<file path="src/rtl/seq_det_pkg.sv">
// Shared constants and helpers for the serial pattern detector.
// Imported by the detector top and its match counter.
package seq_det_pkg;

    localparam int MAX_PAT_LEN = 32;

    function automatic int fill_w(input int pat_len);
        return $clog2(pat_len + 1);
    endfunction

endpackage

</file>
<file path="src/rtl/seq_match_counter.sv">
// Saturating match counter with synchronous clear.
// Clear wins over a same-cycle increment.
module seq_match_counter
    import seq_det_pkg::*;
#(
    parameter int CNT_W = 8
) (
    input  logic             clk,
    input  logic             rst,
    input  logic             inc,
    input  logic             clr,
    output logic [CNT_W-1:0] cnt
);

    logic [CNT_W-1:0] cnt_q;
    logic [CNT_W-1:0] cnt_d;

    always_comb begin
        cnt_d = cnt_q;
        if (clr) begin
            cnt_d = '0;
        end else if (inc && (cnt_q != {CNT_W{1'b1}})) begin
            cnt_d = cnt_q + 1'b1;
        end
    end

    always_ff @(posedge clk) begin
        if (rst) begin
            cnt_q <= '0;
        end else begin
            cnt_q <= cnt_d;
        end
    end

    assign cnt = cnt_q;

endmodule

</file>
<file path="src/rtl/seq_detector_param.sv">
// Parametrised serial bit-pattern detector with reloadable pattern,
// selectable overlap policy, Mealy/Moore output and a match counter.
module seq_detector_param
    import seq_det_pkg::*;
#(
    parameter int                 PAT_LEN = 4,
    parameter logic [PAT_LEN-1:0] PATTERN = 4'b1011,
    parameter int                 OVERLAP = 1,
    parameter int                 MOORE   = 0,
    parameter int                 CNT_W   = 8
) (
    input  logic               clk,
    input  logic               rst,
    input  logic               in_valid,
    input  logic               in_bit,
    input  logic               cfg_load,
    input  logic [PAT_LEN-1:0] cfg_pattern,
    input  logic               clr_cnt,
    output logic               match,
    output logic [CNT_W-1:0]   match_cnt
);

    localparam int FW = fill_w(PAT_LEN);
    localparam logic [FW-1:0] FILL_FULL = FW'(PAT_LEN);
    localparam logic [FW-1:0] FILL_THR  = FW'(PAT_LEN - 1);

    logic [PAT_LEN-1:0] hist_q, hist_d;
    logic [PAT_LEN-1:0] pat_q, pat_d;
    logic [FW-1:0]      fill_q, fill_d;
    logic [PAT_LEN-1:0] win;
    logic               hit;

    assign win = {hist_q[PAT_LEN-2:0], in_bit};

    // Gating with rst keeps the Mealy output and counter quiet during reset.
    assign hit = in_valid & ~cfg_load & ~rst
               & (fill_q >= FILL_THR) & (win == pat_q);

    always_comb begin
        hist_d = hist_q;
        pat_d  = pat_q;
        fill_d = fill_q;
        if (cfg_load) begin
            pat_d  = cfg_pattern;
            hist_d = '0;
            fill_d = '0;
        end else if (in_valid) begin
            if (hit && (OVERLAP == 0)) begin
                hist_d = '0;
                fill_d = '0;
            end else begin
                hist_d = win;
                fill_d = (fill_q == FILL_FULL) ? fill_q : fill_q + 1'b1;
            end
        end
    end

    always_ff @(posedge clk) begin
        if (rst) begin
            hist_q <= '0;
            pat_q  <= PATTERN;
            fill_q <= '0;
        end else begin
            hist_q <= hist_d;
            pat_q  <= pat_d;
            fill_q <= fill_d;
        end
    end

    generate
        if (MOORE != 0) begin : g_moore
            logic match_q;
            always_ff @(posedge clk) begin
                if (rst) begin
                    match_q <= 1'b0;
                end else begin
                    match_q <= hit;
                end
            end
            assign match = match_q;
        end else begin : g_mealy
            assign match = hit;
        end
    endgenerate

    seq_match_counter #(
        .CNT_W(CNT_W)
    ) u_cnt (
        .clk(clk),
        .rst(rst),
        .inc(hit),
        .clr(clr_cnt),
        .cnt(match_cnt)
    );

endmodule

</file>
<file path="config.mk">
export PLATFORM = sky130hd
export DESIGN_NAME = seq_detector_param
export DESIGN_NICKNAME = d
export VERILOG_FILES = /design/src/rtl/seq_det_pkg.sv /design/src/rtl/seq_match_counter.sv /design/src/rtl/seq_detector_param.sv
export SDC_FILE = /design/constraint.sdc
export NUM_CORES = 1
export LEC_CHECK = 0
export ABC_AREA = 0
export ABC_CLOCK_PERIOD_IN_PS = 3020
export CAP_MARGIN = 20
export CORE_UTILIZATION = 44
export DETAILED_ROUTE_END_ITERATION = 8
export HOLD_SLACK_MARGIN = 0.1
export PLACE_DENSITY = 0.77
export SYNTH_ARGS = -nofsm -noshare
export SYNTH_HDL_FRONTEND = slang
export SYNTH_SLANG_ARGS = --single-unit
</file>
<file path="constraint.sdc">
create_clock -name clk -period 3.02 [get_ports clk]
set_clock_uncertainty 0.1 [all_clocks]
set_input_delay 0.453 -clock clk [delete_from_list [all_inputs] [get_ports clk]]
set_output_delay 0.453 -clock clk [all_outputs]
set_load 0.1 [all_outputs]
</file>
# Word level (Yosys, flattened, before mapping)

Index checks and enable logic that the tools add are counted.

$add $sub $neg: 2
Multiply operators: 0
Div/mod/pow operators: 0
Order comparisons: 1
Eq/ne operators: 3
Shift-type cells: 0
Mux-type cells: 0
Bitwise logic cells: 7
Reductions and logical operators: 4

Operators with widths:

| kind                                                                                | number |
|---|---|
| 8-bit by 1-bit adder with 8-bit output, second input constant                       | 1 |
| 8-bit inequality test, second input constant                                        | 1 |
| 1-bit AND                                                                           | 4 |
| 4-bit == test                                                                       | 1 |
| 2-bit OR reduction                                                                  | 2 |
| 3-bit by 1-bit adder with 3-bit output, second input constant                       | 1 |
| 3-bit == test, second input constant                                                | 1 |
| 3-bit by 2-bit greater-or-equal comparator with 1-bit output, second input constant | 1 |
| 1-bit NOT                                                                           | 3 |
| 2-bit AND reduction                                                                 | 1 |
| 1-bit logical AND                                                                   | 1 |

Register bits: 18
Latch bits: 0
Bits in writable memories: 0
ROM bits: 0
Input bits: 10
Memories kept: 0

# Depth between registers and ports, before layout

Gate-level depths: netlist of the first run.

Depth after elaboration: 6
Mapped depth: 7
Gate-level depth less buffers: 6

# Cells and area by module

Synthesis of the first run repeated with hierarchy kept, for this count alone.

Cells, all modules: 97
Area total of the unflattened synthesis: 953.4 um2

By module, submodules not included:

| module             | instances | cells an instance | area an instance (um2) | seq. area each (um2) |
|---|---|---|---|---|
| seq_detector_param | 1         | 50                | 518.0                  | 200.2 |
| seq_match_counter  | 1         | 47                | 435.4                  | 160.2 |

# Worst setup path after synthesis of the first run

Ideal clock, no wire load.

Kind: reg-to-reg
Start: reg u_cnt.cnt_q[0], in the netlist u_cnt.cnt[0]
End: reg u_cnt.cnt_q[3], in the netlist u_cnt.cnt[3]
Arrival: 2,165 ps
Data required time: 2,819 ps
Setup slack: 654 ps
Cell stages (with the launch flop): 7
Path buffers: 1
Clock period less this slack: 2,366 ps
Path through: dfxtp_1 > ha_1 > nand3_1 > o211ai_1 > clkbuf_1 > o311ai_0 > o41ai_1

Word-level cells in the longest chain between the ends: 2
Elaborated cells on any way between the ends: 3

RTL lines:

| item                                                                                           | RTL line                | text |
|---|---|---|
| start: declaration                                                                             | seq_match_counter.sv:15 | `logic [CNT_W-1:0] cnt_q;` |
| start signal: assignment                                                                       | seq_match_counter.sv:31 | `cnt_q <= cnt_d;` |
| parallel branches: the longest is 2 deep, another holds 8-bit by 1-bit adder with 8-bit output | n/a                     |  |

Parallel ways; which one is timed is not known.
A chain may end at the register's enable or synchronous reset.

# Worst setup path in the final report of the first run

Start: reg fill_q[0]
End: out match

Word-level cells in the longest chain between the ends: 3

RTL lines:

| item                                                         | RTL line                 | text |
|---|---|---|
| start: declaration                                           | seq_detector_param.sv:29 | `logic [FW-1:0] fill_q, fill_d;` |
| start signal: assignment                                     | seq_detector_param.sv:66 | `fill_q <= fill_d;` |
| 3-bit by 2-bit greater-or-equal comparator with 1-bit output | seq_detector_param.sv:37 | `& (fill_q >= FILL_THR) & (win == pat_q);` |
| 1-bit AND (2 in a row)                                       | seq_detector_param.sv:37 |  |
| end: declaration                                             | seq_detector_param.sv:19 | `output logic match,` |

No other way between the ends.

==> results.yml, run 1 <==
critical_path:
  rrSetupSlack_ps: 810
  crit_required_ps: 2470
  crit_arrival_ps: 1970
  reg2reg_from: "fill_q[0]"
  r2r_end: "u_cnt.cnt[4]"
  worst-path-max-fanout: 4
  ff2ff_path_depth: 6
  crit_path_end_kind: "output pin"
  startpoint_type: "flip-flop"
  crit_type: "reg -> out"
sta:
  max-slew-margin-rel: 0.549
  min_period_ps: 2520
  period_share: 0.836
  max_freq_ghz: 0.396
  finalSetupViolCount: 0
  worst_slew_pin_slew_ps: 673
  setup-tns-final_ps: 0
  rsz0062_at_grt: "no"
  finalHoldViolations: 0
  fin_ws_ps: 495
  slew_viol_final: 0
  whs_ps: 422
run_status:
  outcome: "complete, no violations"
place:
  place_ws_ps: 474
  place_hpwl_microns: 1570
  placedCellCount: 148
  place.gp.congestion: 0.762
  io_buffers: 18
  placed_area_sq_um: 1130
route:
  via_per_inst: 5.47
  met1_length_microns: 931
  num_vias: 826
  antenna_left: 0
  drt_pre_antenna_iters: 4
  routedWlPerCell_microns: 13.2
  routed_wirelength_microns: 1990
  met3WireLength_microns: 33
  initialDrtViolationCount: 9
  drc: 0
  wl_met2_microns: 993
  top_layer: "met4"
synth:
  netlist_area_sq_um: 948
  synth_compound_area_frac: 0.154
  synthArstFlopShare: 0
  synth_warnings: 0
  synth.ff_latch_count: 18
  synth_top_family_by_area: "simple AND/OR/NAND/NOR gates"
  ys_dominant_reg_cell: "dfxtp_1"
  synth_top_cell_by_area: "dfxtp_1"
  synth-xor-area-share: 0.0554
  syn_area_per_cell_sq_um: 8.78
  syn_inst: 108
  synth_cell_types: 34
  synth_fa_ha_area_frac: 0.0528
  syn_nets: 122
  synth_edf_count: 0
  synth_seq_area_share: 0.380
  netlist.area_leader.share: 0.380
  synthSimpleGateAreaFrac: 0.241
  synth_most_common_cell: "dfxtp_1"
  muxShareOfSynthArea: 0.0633
  synth_area_leaders: "dfxtp_1, mux2i_1, ha_1, nor2_1, xor2_1"
  synth_commonest_cells: "dfxtp_1, nor2_1, mux2i_1"
global_route:
  grt.total_usage: 0.184
  grt_pass1_wl_microns: 3310
  overflow: 0
  grt_pass1_vias: 789
  antenna_found_initial: 0
  grt_start_max_net_pins: 13
clock_tree:
  cts_tree: "yes"
  cts_made_buffers: 3
  clk_latency_ps: 290
  cts_setup_buffers: 0
  post_cts_resized: 0
  htree_levels: 1
  clk_transition_reported_paths_ps: 90
  cts_sinks: 18
  ctsRootBufferMaster: "clkbuf_4"
  holdBufCountCts: 0
  cts_max_path_buffers: 2
die:
  rows: 16
  die_area_sq_um: 2340
  design.core.area_sq_um: 2000
  io_pins: 19
  die_w_microns: 48.4
  start_util: 0.474
  die_y_microns: 48.4
cells_and_area:
  antenna_cells: 0
  final_core_util: 0.575
  area_growth_syn_to_layout_pct: 21.4
  drive_gt1_frac: 0.129
  nets: 140
  fin_area_sq_um: 1150
  finalNonFillerCells: 151
min_path:
  holdPathEnd: "u_cnt.cnt[7]"
  hp-class: "reg -> reg"
  hp-start: "u_cnt.cnt[7]"
  whs_path_depth: 2
power_and_ir_drop:
  ir_worst_vdd_uv: 219
  finalPower_mw: 0.410
  cellLeakagePower_nw: 0.421
  cellPowerDensity_nw_per_um2: 356
job:
  drv_cap: 0
==> power breakdown <==
part / switching (mW) / internal [mW] / leakage (nW)
Sequential: 0.00444 / 0.242 / 0.146
Clock: 0.0692 / 0.0464 / 0.0138
Combinational: 0.0227 / 0.0246 / 0.261
Total: 0.0963 / 0.313 / 0.421
==> worst max path at each step <==
stage	start	end	slack, ps	cells after the start
2_1_floorplan	u_cnt.cnt[0]	u_cnt.cnt[3]	650	6
3_3_place_gp	rst	u_cnt.cnt[4]	530	5
3_5_place_dp	rst	u_cnt.cnt[4]	470	5
4_1_cts	fill_q[0]	match	480	6
5_1_grt	fill_q[0]	match	400	6
6_report	fill_q[0]	match	500	6
==> flip-flops by register name (all words and copies together), names as in the netlist <==
signal,flops
u_cnt.cnt,8
fill_q,3
hist_q,3
pat_q,4
==> layer usage <==
metal	up-vias	GRT usage
li1	426	-
met1	387	0.216
met2	9	0.312
met3	4	0.0377
met4	0	0.103
met5	-	0
==> worst max-delay path, cell delays in order (launching register included) <==
cell and delay, ps:
dfxtp_1 360, ha_1 210, ha_1 170, a211oi_1 410
nor3_1 130, and3_1 240, buf_12 170
==> area by class of cell <==
type	instances	area, sq um
tap	27	33.8
sequential	18	360
timing repair buffer	19	178
multi-input combinational	79	538
clock buffer	3	22.5
fill	188	851
inverter	5	18.8
==> kinds of logic after synthesis <==
logic type / Yosys count
muxes: 6
DFF: 18
xor gates and xnor gates: 6
buffers and inverters: 11
adders and majority gates: 4
AOI/OAI and AO/OA: 21
and+or+nand+nor: 42
==> cell usage in the layout (no fill, tap or decap), types with 5 or more instances in the layout <==
master | netlist | routed
dfxtp_1 | 18 | 18
nor2_1 | 10 | 10
clkdlybuf4s50_1 | 0 | 9
buf_4 | 0 | 9
mux2i_1 | 6 | 6
inv_1 | 5 | 5
or3_1 | 5 | 5
a21oi_1 | 5 | 5
Note: power is estimated with default switching activity, not from simulation.
==> run 2, diff against run 1 <==
ABC_CLOCK_PERIOD_IN_PS = 2400   (was 3020)
clock period = 2.4 ns   (was 3.02 ns; I/O delays follow)
==> run 2 against run 1 <==
  * Flip-flop and latch count stayed put
  * Critical path depth stayed put
  * Register-to-register slack lost 620 ps
  * Sequential power up 26%
  * Global-route usage is 1.5 points higher
  * Die area unchanged
  * Core utilization grew 2.1 points
  * Combinational power grew 32%
  * Wire length grew 6.8%
  * Count of clock-buffer cells in the layout is 1 higher
==> results.yml, run 2 (same netlist as run 1, synthesis figures left out) <==
run_status:
  outcome: "complete, no violations"
min_path:
  hp-start: "u_cnt.cnt[5]"
  hp-class: "reg -> reg"
place:
  io_buffers: 18
  place.gp.congestion: 0.769
  place_hpwl_microns: 1610
  placed_area_sq_um: 1140
route:
  drt_pre_antenna_iters: 4
  via_per_inst: 5.66
  drc: 0
  routedWlPerCell_microns: 13.7
  antenna_left: 0
  routed_wirelength_microns: 2130
  initialDrtViolationCount: 16
  num_vias: 877
power_and_ir_drop:
  cellPowerDensity_nw_per_um2: 475
  ir_worst_vdd_uv: 368
  cellLeakagePower_nw: 0.443
cells_and_area:
  nets: 143
  fillers: 184
  area_growth_syn_to_layout_pct: 25.7
  regArea_sq_um: 360
  multi_input_area_sq_um: 543
  largest_register_ffs: 8
  layout_commonest_cell: "dfxtp_1"
  antenna_cells: 0
  drive_gt1_frac: 0.164
  final_cell_mix: "dfxtp_1, buf_4, nor2_1"
  fin_area_sq_um: 1190
sta:
  slew_viol_final: 0
  rsz0062_at_grt: "no"
  max_freq_ghz: 0.437
  min_period_ps: 2290
  worst_slew_pin_slew_ps: 659
  finalSetupViolCount: 0
  setup-tns-final_ps: 0
  whs_ps: 417
  period_share: 0.953
  max-slew-margin-rel: 0.559
  finalHoldViolations: 0
global_route:
  grt_pass1_vias: 818
  grt_start_max_net_pins: 12
  busiest_layer: "met2"
  met1_usage: 0.244
  grt_use_met2: 0.331
  grt_use_met3: 0.0472
  grt_pass1_wl_microns: 3610
  overflow: 0
  grt.total_usage: 0.199
  antenna_found_initial: 0
die:
  die_area_sq_um: 2340
  rows: 16
  start_util: 0.474
  io_pins: 19
  design.core.area_sq_um: 2000
  die_y_microns: 48.4
  die_w_microns: 48.4
critical_path:
  startpoint: "fill_q[0]"
  crit_chain: "ha_1, ha_1, a211oi_2, nor3_1, and3_1, buf_12"
  crit_path_end_kind: "output pin"
  crit_slowest_cell: "dfxtp_1"
  startpoint_type: "flip-flop"
  worst-path-max-fanout: 4
  crit_arrival_ps: 1830
  crit_required_ps: 1940
  crit_top_cell: "ha_1"
  reg2reg_from: "fill_q[0]"
  cpPeakStageDelay_ps: 370
  crit_type: "reg -> out"
clock_tree:
  cts_max_path_buffers: 2
  htree_levels: 1
  cts_made_buffers: 3
  clk_latency_ps: 300
  cts_sinks: 18
  ctsRootBufferMaster: "clkbuf_4"
  cts_tree: "yes"
  holdBufCountCts: 0
  clk_transition_reported_paths_ps: 100
job:
  drv_cap: 0
## run 2: cell types whose count changed in the layout (fill, tap and decap cells not counted)
cell	previous run	this run
a211oi_1	1	0
clkbuf_8	0	1
buf_4	9	12
a211oi_2	0	1
## run 2: layout make-up
type	count	share of cell area
clock buffer	4	0.0304
multi-input combinational	79	0.455
sequential	18	0.302
tap	27	0.0283
timing repair buffer	22	0.168
inverter	5	0.0157
## run 2: final timing paths
check | slack [ps] | to | cells after the start
max | 110 | match | 6
min | 420 | u_cnt.cnt[5] | 2
max reg2reg | 190 | u_cnt.cnt[4] | 6
min reg2reg | 420 | u_cnt.cnt[5] | 2
## run 2: per-layer routing
layer  up-vias  wire length, microns  share of wire
met2        12                  1050           0.49
li1        433                     -              -
met3         3                    47          0.022
met4         0                    23          0.011
met5         -                     0              0
met1       429                  1000           0.47
## run 2: critical path: cells and delay by family, from the launching register on
kind	cells	cell delay, ps
flip-flops	1	370
AO/OA/AOI/OAI	1	240
adder cells (fa/ha/maj)	2	410
AND/OR/NAND/NOR	2	320
buffers and inverters	1	170
## run 2: metrics by stage
stage / setup slack (ps) / util / cells / power (mW)
final: 112 / 0.596 / 155 / 0.566
after global placement: 130 / 0.571 / 150 / 0.376
after floorplan: 33.6 / - / 108 / 0.353
after global routing: 14.0 / 0.596 / 155 / 0.592
after detailed placement: 83.5 / 0.571 / 150 / 0.379
after CTS: 55.8 / 0.592 / 154 / 0.566
## run 2: timing repair
item / CTS / global route
setup endpoints to repair: 1 / 1
setup buffers: 0 / 1
gates resized for setup: 1 / 0
hold endpoints to repair: 0 / 0
pin swaps: 0 / 1
## run 2: report_power, final
part / total, mW / switching [mW] / internal (mW)
combinational: 0.0623 / 0.0290 / 0.0333
sequential: 0.311 / 0.00584 / 0.305
clock: 0.193 / 0.100 / 0.0927
==> patch (config.mk and constraints of run 2) <==
Set the parameter `MOORE` to 1 (it was 0).
--- a/src/rtl/seq_detector_param.sv
+++ b/src/rtl/seq_detector_param.sv
@@ -6,7 +6,7 @@
     parameter int                 PAT_LEN = 4,
     parameter logic [PAT_LEN-1:0] PATTERN = 4'b1011,
     parameter int                 OVERLAP = 1,
-    parameter int                 MOORE   = 0,
+    parameter int                 MOORE   = 1,
     parameter int                 CNT_W   = 8
 ) (
     input  logic               clk,
Check against the original RTL: not equivalent (Yosys sat finds a counterexample within 4 cycles, from zero or initial values and one cycle with rst high).
==> patch against run 2 <==
- count of clock-buffer cells in the layout shrank 1
- sequential power grew 5%
- power shrank 1.3%
- cell area grew 0.63%
- maximum frequency grew 13%
- synthesized cell count is the same
- sequential cell count grew 1
- worst setup slack gained 0.26 ns
- non-clock buffer count shrank 1
- wire length shrank 14%
- area after synthesis grew 5.1%
==> patch: results (changes against run 2) <==
| Metric | Value |
|---|---|
| CTS resizes | `0 (was 1)` |
| Sequential share of power | `58.6% (was 54.9%)` |
| Worst path max stage delay | `0.55 ns (was 0.37 ns)` |
| Vias in the first global route | `795 (was 818)` |
| Fill cells | `194 (was 184)` |
| Max layer used | `met4 (unchanged)` |
| Met2 GRT Util | `31.08% (was 33.10%)` |
| Global-route wire length before repair | `3160 µm (was 3608 µm)` |
| Max Fanout on Critical Path | `11 (was 4)` |
| Initial drt markers | `14 (was 16)` |
| M3 GR Usage | `5.864% (was 4.717%)` |
| CTS H-tree depth | `1 (unchanged)` |
| Hpwl dp | `1466 µm (was 1609 µm)` |
| Relative slew slack | `51.56% (was 55.88%)` |
| Slowest CP cell | `or4_1 (was dfxtp_1)` |
| Max VDD drop | `307.2 µV (was 368.0 µV)` |
| Leak | `0.0004580 µW (was 0.0004426 µW)` |
| WP data arrival | `2.17 ns (was 1.83 ns)` |
| Post-CTS Setup Bufs | `0 (unchanged)` |
| Clk. pwr | `166 µW (was 193 µW)` |
| Vias | `810 (was 877)` |
| GRT Util Overall | `16.70% (was 19.91%)` |
| Seq/Total Area, Yosys | `38.14% (was 37.99%)` |
| Run status | `complete, no violations (unchanged)` |
| Synth top cells by count | `19 x dfxtp_1, 9 x nor2_1, 6 x a21oi_1, 6 x mux2i_1, 6 x nand3_1 (was 18 x dfxtp_1, 10 x nor2_1, 6 x mux2i_1)` |
| Worst hold margin | `0.4175 ns (was 0.4167 ns)` |
| Yosys cell types | `36 (was 34)` |
| Layout cells sized above 1 | `16.54% (was 16.41%)` |
| Flop2flop setup slack | `0.37 ns (was 0.19 ns)` |
| Seq power | `328 µW (was 311 µW)` |
| Synth area leaders | `dfxtp_1 38%, mux2i_1 6.0%, ha_1 5.0%, a211o_1 3.5%, nor2_1 3.4% (was dfxtp_1 38%, mux2i_1 6.3%, ha_1 5.3%, nor2_1 4.0%, xor2_1 3.7%)` |
| Routed wl met2 | `867 µm (was 1052 µm)` |
| Top delay family on crit path | `compound AO/OA/AOI/OAI gates (was adder cells)` |
| Sw frac | `24.62% (was 23.86%)` |
| GP Congestion | `0.8004 (was 0.7691)` |
| Met3 wire len | `100 µm (was 47 µm)` |
| Metal1 wirelength | `863 µm (was 1002 µm)` |
| Largest net degree at the start of global routing | `13 (was 12)` |
| Layout net count | `142 (was 143)` |
==> patch: through the flow <==
step / std cells / setup WS (ns) / instance area [µm²] / utilization [%]
5_1_grt: 154 / 0.1927 / 1200 / 58.76
6_report: 154 / 0.3688 / 1200 / 58.76
2_1_floorplan: 108 / 0.03593 / 997.2 / -
4_1_cts: 154 / 0.3537 / 1200 / 58.76
3_5_place_dp: 150 / 0.04525 / 1170 / 57.29
3_3_place_gp: 150 / 0.07882 / 1170 / 57.29
==> patch: final cells by class <==
cell class | instances | share of cell area [%]
Sequential cell | 19 | 31.70
Multi-Input combinational cell | 78 | 46.40
Inverter | 5 | 1.564
Timing Repair Buffer | 21 | 15.02
Tap cell | 27 | 2.815
Clock buffer | 3 | 1.877
Clock inverter | 1 | 0.6257
==> patch: cells by family after synthesis <==
family          after synthesis  share of synthesized area [%]
compound gates               21                          14.30
xor+xnor                      5                          5.897
fa+ha+maj                     4                          5.019
buf+inv                      11                          6.023
flops                        19                          38.14
mux                           6                          6.023
simple gates                 42                          24.59
